**src/rtl/cpu_ctrl_pkg.sv**
```systemverilog
// rtl/cpu_ctrl_pkg.sv - opcodes, ALU ops, sequencer states and strobe bundle
package cpu_ctrl_pkg;

  localparam int OPW      = 5;
  localparam int MAXT     = 7;
  localparam int IR_OP_HI = 31;
  localparam int IR_OP_LO = IR_OP_HI - OPW + 1;

  typedef logic [OPW-1:0]               opcode_t;
  typedef logic [4:0]                   aluop_t;
  typedef logic [$clog2(MAXT+1)-1:0]    step_t;

  localparam opcode_t OP_LD   = 5'b00000;
  localparam opcode_t OP_LDI  = 5'b00001;
  localparam opcode_t OP_ST   = 5'b00010;
  localparam opcode_t OP_ADD  = 5'b00011;
  localparam opcode_t OP_SUB  = 5'b00100;
  localparam opcode_t OP_AND  = 5'b00101;
  localparam opcode_t OP_OR   = 5'b00110;
  localparam opcode_t OP_SHR  = 5'b00111;
  localparam opcode_t OP_SHL  = 5'b01000;
  localparam opcode_t OP_ADDI = 5'b01100;
  localparam opcode_t OP_ANDI = 5'b01101;
  localparam opcode_t OP_ORI  = 5'b01110;
  localparam opcode_t OP_NOP  = 5'b11010;
  localparam opcode_t OP_HALT = 5'b11011;

  localparam aluop_t ALU_ADD = 5'b00011;
  localparam aluop_t ALU_AND = 5'b00101;
  localparam aluop_t ALU_OR  = 5'b00110;

  // T1W is the fetch wait: same strobes as T1 but PCin low so PC loads once.
  typedef enum logic [3:0] {RST, T0, T1, T1W, T2, T3, T4, T5, T6, T7, HLT} state_t;

  typedef struct packed {
    logic   PCout;
    logic   ZMuxOut;
    logic   MDRout;
    logic   Cout;
    logic   BAout;
    logic   ZSelect;
    logic   ZMuxEnable;
    logic   MARin;
    logic   PCin;
    logic   MDRin;
    logic   IRin;
    logic   Yin;
    logic   ALUin;
    logic   Gra;
    logic   Grb;
    logic   Grc;
    logic   Rin;
    logic   Rout;
    logic   IncPC;
    logic   Read;
    logic   Write;
    aluop_t aluControl;
  } strobes_t;

  function automatic step_t stepOf(input state_t s);
    case (s)
      T1, T1W: return step_t'(1);
      T2:      return step_t'(2);
      T3:      return step_t'(3);
      T4:      return step_t'(4);
      T5:      return step_t'(5);
      T6:      return step_t'(6);
      T7:      return step_t'(7);
      default: return step_t'(0);
    endcase
  endfunction

  function automatic logic isRFormat(input opcode_t op);
    return (op >= OP_ADD) && (op <= OP_SHL);
  endfunction

  function automatic logic isImm(input opcode_t op);
    return (op == OP_ADDI) || (op == OP_ANDI) || (op == OP_ORI);
  endfunction

  function automatic logic isMemOp(input opcode_t op);
    return (op == OP_LD) || (op == OP_ST);
  endfunction

  // LDI, LD and ST all form Rb + C through the BA path.
  function automatic logic usesBA(input opcode_t op);
    return (op == OP_LDI) || isMemOp(op);
  endfunction

  function automatic aluop_t immAluOp(input opcode_t op);
    case (op)
      OP_ANDI: return ALU_AND;
      OP_ORI:  return ALU_OR;
      default: return ALU_ADD;
    endcase
  endfunction

endpackage

```
**src/rtl/ctrl_decode.sv**
```systemverilog
// rtl/ctrl_decode.sv - combinational strobe decode from state and opcode
module ctrl_decode
  import cpu_ctrl_pkg::*;
(
  input  state_t   state,
  input  opcode_t  opcode,
  output strobes_t strobes
);

  always_comb begin
    strobes = '0;
    case (state)
      T0: begin
        strobes.PCout = 1'b1; strobes.MARin = 1'b1;
        strobes.IncPC = 1'b1; strobes.ALUin = 1'b1;
      end
      T1, T1W: begin
        strobes.ZMuxOut = 1'b1; strobes.ZMuxEnable = 1'b1;
        strobes.Read    = 1'b1; strobes.MDRin      = 1'b1;
        strobes.PCin    = (state == T1);
      end
      T2: begin
        strobes.MDRout = 1'b1; strobes.IRin = 1'b1;
      end
      T3: begin
        if (isRFormat(opcode) || isImm(opcode)) begin
          strobes.Grb = 1'b1; strobes.Rout = 1'b1; strobes.Yin = 1'b1;
        end else if (usesBA(opcode)) begin
          strobes.Grb = 1'b1; strobes.BAout = 1'b1; strobes.Yin = 1'b1;
        end
      end
      T4: begin
        if (isRFormat(opcode)) begin
          strobes.Grc = 1'b1; strobes.Rout = 1'b1; strobes.ALUin = 1'b1;
          strobes.aluControl = opcode;
        end else if (isImm(opcode) || usesBA(opcode)) begin
          strobes.Cout = 1'b1; strobes.ALUin = 1'b1;
          strobes.aluControl = immAluOp(opcode);
        end
      end
      T5: begin
        if (isMemOp(opcode)) begin
          strobes.ZMuxOut = 1'b1; strobes.ZMuxEnable = 1'b1; strobes.MARin = 1'b1;
        end else if (isRFormat(opcode) || isImm(opcode) || opcode == OP_LDI) begin
          strobes.ZMuxOut = 1'b1; strobes.ZMuxEnable = 1'b1;
          strobes.Gra     = 1'b1; strobes.Rin        = 1'b1;
        end
      end
      T6: begin
        if (opcode == OP_LD) begin
          strobes.Read = 1'b1; strobes.MDRin = 1'b1;
        end else if (opcode == OP_ST) begin
          strobes.Gra = 1'b1; strobes.Rout = 1'b1; strobes.MDRin = 1'b1;
        end
      end
      T7: begin
        if (opcode == OP_LD) begin
          strobes.MDRout = 1'b1; strobes.Gra = 1'b1; strobes.Rin = 1'b1;
        end else if (opcode == OP_ST) begin
          strobes.Write = 1'b1;
        end
      end
      default: ;
    endcase
  end

endmodule

```
**src/rtl/control_sequencer.sv**
```systemverilog
// rtl/control_sequencer.sv - hardwired fetch/decode/execute sequencer, state and sticky flags
module control_sequencer
  import cpu_ctrl_pkg::*;
(
  input  logic        clock,
  input  logic        clear,
  input  logic [31:0] ir,
  input  logic        mem_ready,
  output logic        PCout,
  output logic        ZMuxOut,
  output logic        MDRout,
  output logic        Cout,
  output logic        BAout,
  output logic        ZSelect,
  output logic        ZMuxEnable,
  output logic        MARin,
  output logic        PCin,
  output logic        MDRin,
  output logic        IRin,
  output logic        Yin,
  output logic        ALUin,
  output logic        Gra,
  output logic        Grb,
  output logic        Grc,
  output logic        Rin,
  output logic        Rout,
  output logic        IncPC,
  output logic        Read,
  output logic        Write,
  output aluop_t      aluControl,
  output step_t       step,
  output logic        halted,
  output logic        illegal
);

  state_t   state, stateNext;
  opcode_t  opcode;
  strobes_t strobes;
  logic     illegalHit;
  logic     unusedIrBits;

  assign opcode       = ir[IR_OP_HI:IR_OP_LO];
  assign unusedIrBits = ^ir[IR_OP_LO-1:0];

  always_ff @(posedge clock) begin
    if (clear) begin
      state   <= RST;
      step    <= '0;
      halted  <= 1'b0;
      illegal <= 1'b0;
    end else begin
      state <= stateNext;
      step  <= stepOf(stateNext);
      if (stateNext == HLT) halted  <= 1'b1;
      if (illegalHit)       illegal <= 1'b1;
    end
  end

  always_comb begin
    stateNext  = state;
    illegalHit = 1'b0;
    case (state)
      RST: stateNext = T0;
      T0:  stateNext = T1;
      T1, T1W: stateNext = mem_ready ? T2 : T1W;
      T2:  stateNext = T3;
      T3: begin
        if (isRFormat(opcode) || isImm(opcode) || usesBA(opcode)) stateNext = T4;
        else if (opcode == OP_HALT)                               stateNext = HLT;
        else begin
          stateNext  = T0;
          illegalHit = (opcode != OP_NOP);
        end
      end
      T4:  stateNext = T5;
      T5:  stateNext = isMemOp(opcode) ? T6 : T0;
      T6:  stateNext = (opcode != OP_LD || mem_ready) ? T7 : T6;
      T7:  stateNext = (opcode != OP_ST || mem_ready) ? T0 : T7;
      HLT: stateNext = HLT;
      default: stateNext = RST;
    endcase
  end

  ctrl_decode uDecode (
    .state   (state),
    .opcode  (opcode),
    .strobes (strobes)
  );

  assign PCout      = strobes.PCout;
  assign ZMuxOut    = strobes.ZMuxOut;
  assign MDRout     = strobes.MDRout;
  assign Cout       = strobes.Cout;
  assign BAout      = strobes.BAout;
  assign ZSelect    = strobes.ZSelect;
  assign ZMuxEnable = strobes.ZMuxEnable;
  assign MARin      = strobes.MARin;
  assign PCin       = strobes.PCin;
  assign MDRin      = strobes.MDRin;
  assign IRin       = strobes.IRin;
  assign Yin        = strobes.Yin;
  assign ALUin      = strobes.ALUin;
  assign Gra        = strobes.Gra;
  assign Grb        = strobes.Grb;
  assign Grc        = strobes.Grc;
  assign Rin        = strobes.Rin;
  assign Rout       = strobes.Rout;
  assign IncPC      = strobes.IncPC;
  assign Read       = strobes.Read;
  assign Write      = strobes.Write;
  assign aluControl = strobes.aluControl;

endmodule

```
**config.mk**
```make
export PLATFORM = sky130hd
export DESIGN_NAME = control_sequencer
export DESIGN_NICKNAME = d
export VERILOG_FILES = /design/src/rtl/cpu_ctrl_pkg.sv /design/src/rtl/ctrl_decode.sv /design/src/rtl/control_sequencer.sv
export SDC_FILE = /design/constraint.sdc
export NUM_CORES = 1
export LEC_CHECK = 0
export CAP_MARGIN = 5
export CORE_MARGIN = 2
export CORE_UTILIZATION = 36
export DETAILED_ROUTE_END_ITERATION = 6
export PLACE_DENSITY = 0.81
export SYNTH_ARGS = -nofsm -noshare
export SYNTH_HDL_FRONTEND = slang
export SYNTH_SLANG_ARGS = --single-unit
```
**constraint.sdc**
```tcl
create_clock -name clock -period 2.22 [get_ports clock]
set_input_delay 0.444 -clock clock [delete_from_list [all_inputs] [get_ports clock]]
set_output_delay 0.444 -clock clock [all_outputs]
set_load 0.03 [all_outputs]
```
==> results.yml <==
synth:
  mappedNetlistArea_um2: 1025
  ys_types: 51
  ys_warn_count: 0
  synth_top_area_frac: 0.1758
  yosysSeqAreaShare: 0.1758
  synth.area.top_cells: "dfxtp_1, nand2b_1, nor2_1"
  synth.largest_area_cell: "dfxtp_1"
  synth_edf_count: 0
  syn-mean-instance-area_um2: 7.067
  synth-async-reset-ratio: 0
  syn_inst: 145
  ys_ff_latch: 9
  synth-main-ff-cell: "dfxtp_1"
job:
  max_cap_violations: 0
clocking:
  cts.clk_slew.worst_paths_ns: 0.05
  cts_tree: "yes"
  htree_levels: 1
  insertion_delay_ns: 0.25
  root_buffer: "clkbuf_4"
  numCtsBuffers: 3
  cts_buffer_depth: 2
  cts.sinks: 9
  cts_hold_buf: 0
die:
  fp.dieH_um: 57.35
  core-area_um2: 2734
  start_util: 0.3748
  die_w_um: 57.35
  pin_count: 66
  rows: 19
  design.die.area_um2: 3289
sta:
  hold_slack_ns: 0.4548
  worst_pin_slew_ns: 0.6872
  finalSetupTns_ns: 0
  setup_viol: 0
  maxSlewViolCount: 0
  maxSlewHeadroom: 0.5300
  min_period_ns: 2.188
  finalCritPeriodShare: 0.9854
  fin_skew_ns: 0.0007579
  max_freq_mhz: 457.1
  hold_viol_final: 0
finish:
  instances_no_fill: 238
  antenna_cells: 0
  utilization: 0.6261
  nets: 243
  final_common_cell: "buf_4"
  layout_common_cells: "buf_4, nor2_1, nand2b_1"
  synthToLayoutAreaGrowth_pct: 67.03
  drive_gt1_frac: 0.4589
drt:
  ant_nets: 0
  wl_um: 3141
  wl_per_cell_um: 13.20
  drt-pass1-iter-count: 4
  vias_per_cell: 5.462
  vias: 1300
  drt_iter0_drc: 56
  drc: 0
setup_path:
  cp_slowest_cell: "a221oi_4"
  cp-startpoint: "ir[28]"
  r2r.worst_path.cells: 6
  timing.rr.end: "step[0]"
  crit_end: "Gra"
  rrSetupSlack_ns: 0.19
  r2r_start: "state[1]"
  start_kind: "input port"
  arrival_ns: 1.74
  crit_fanout: 4
  path_class: "input port to primary output"
  critPathRequiredTime_ns: 1.78
  end_kind: "primary output"
  cp_cell_sequence: "buf_4 > or2_4 > a221oi_4 > nand4_1 > o31ai_4 > nand2b_4 > buf_6"
  cp_slowest_stage_delay_ns: 0.35
global_routing:
  grt_pass1_vias: 1193
  overflow: 0
  grt_pass1_wl_um: 5285
  grt_max_degree: 22
  grt_usage: 0.1970
  antenna_found_initial: 0
place:
  port_buffers: 36
  dp_cells: 229
  dp_hpwl_um: 2531
  gp_congestion: 0.8999
status:
  outcome: "completed"
power_and_ir_drop:
  total_power_uw: 828.6
  p_leak_uw: 0.0007733
  vdd_ir_drop_max_v: 0.0003431
  powerDensity_nw_per_um2: 484.1
hold_path:
  hp-class: "register to register"
## per-layer routing
metal  global-route usage  wire, um  vias up
met3              0.03628       252        2
met5                    0         0        -
met4              0.02658        14        0
met2               0.3393      1589       51
li1                     -         -      642
met1               0.2621      1284      605
## layout make-up
type | instances | area [um^2]
multi-input cells | 112 | 828.3
inverters | 8 | 30.03
clock buffers | 4 | 26.28
repair buffers | 74 | 603.1
well taps | 31 | 38.79
flip-flops and latches | 9 | 185.2
fillers | 239 | 1022
## where the power goes
group	switching, uW	total (uW)	internal (uW)	leakage (uW)
sequential	22.8	205	182	0.0000743
combinational	295	507	213	0.000684
clock	47.6	116	68.6	0.0000150
## cells by family (layout without fill, tap and decap cells)
group,count (synthesis),in the layout,share of synthesized area
and+or+nand+nor,71,71,0.4164
AOI/OAI and AO/OA,38,38,0.2674
buffers and inverters,25,86,0.1282
DFF,9,9,0.1758
other,1,2,0.003659
xor gates and xnor gates,1,1,0.008549
## through the flow
step	setup WS, ns	area [um^2]
final	0.03247	1712
after global routing	-0.001897	1712
after CTS	0.0007976	1675
after detailed placement	-0.4338	1600
after global placement	-0.4317	1600
after floorplan	-0.1236	1111
## worst max-delay path, delay by kind of cell
family,cells,cell delay [ns]
AND/OR/NAND/NOR,3,0.60
buffers and inverters,2,0.25
AO/OA/AOI/OAI,2,0.45
## cell usage after synthesis, drive strengths merged (4+ instances only)
cell type	count
inv	8
dfxtp	9
a21oi	11
clkbuf	6
nand2b	12
nor3	7
nor2	16
nor4	4
nand2	8
or2	5
o21ai	4
buf	11
## worst min-delay path by stage
stage,startpoint,to,slack [ns],cells after the start
floorplan,halted,halted,0.58,2
global placement,halted,halted,0.44,2
detailed placement,halted,halted,0.45,2
CTS,halted,halted,0.46,2
global route,halted,halted,0.49,2
finish,halted,halted,0.45,2
## timing repair
item | CTS | global route
resized for setup | 28 | 19
buffers inserted | 4 | 1
endpoints found under the setup margin | 26 | 12
pin swaps | 5 | 5
## flip-flops by register name (all words and copies together) (netlist names)
| name | flops |
|---|---|
| state | 4 |
| step | 3 |
| halted | 1 |
| illegal | 1 |
Note: power is estimated with default switching activity, not from simulation.
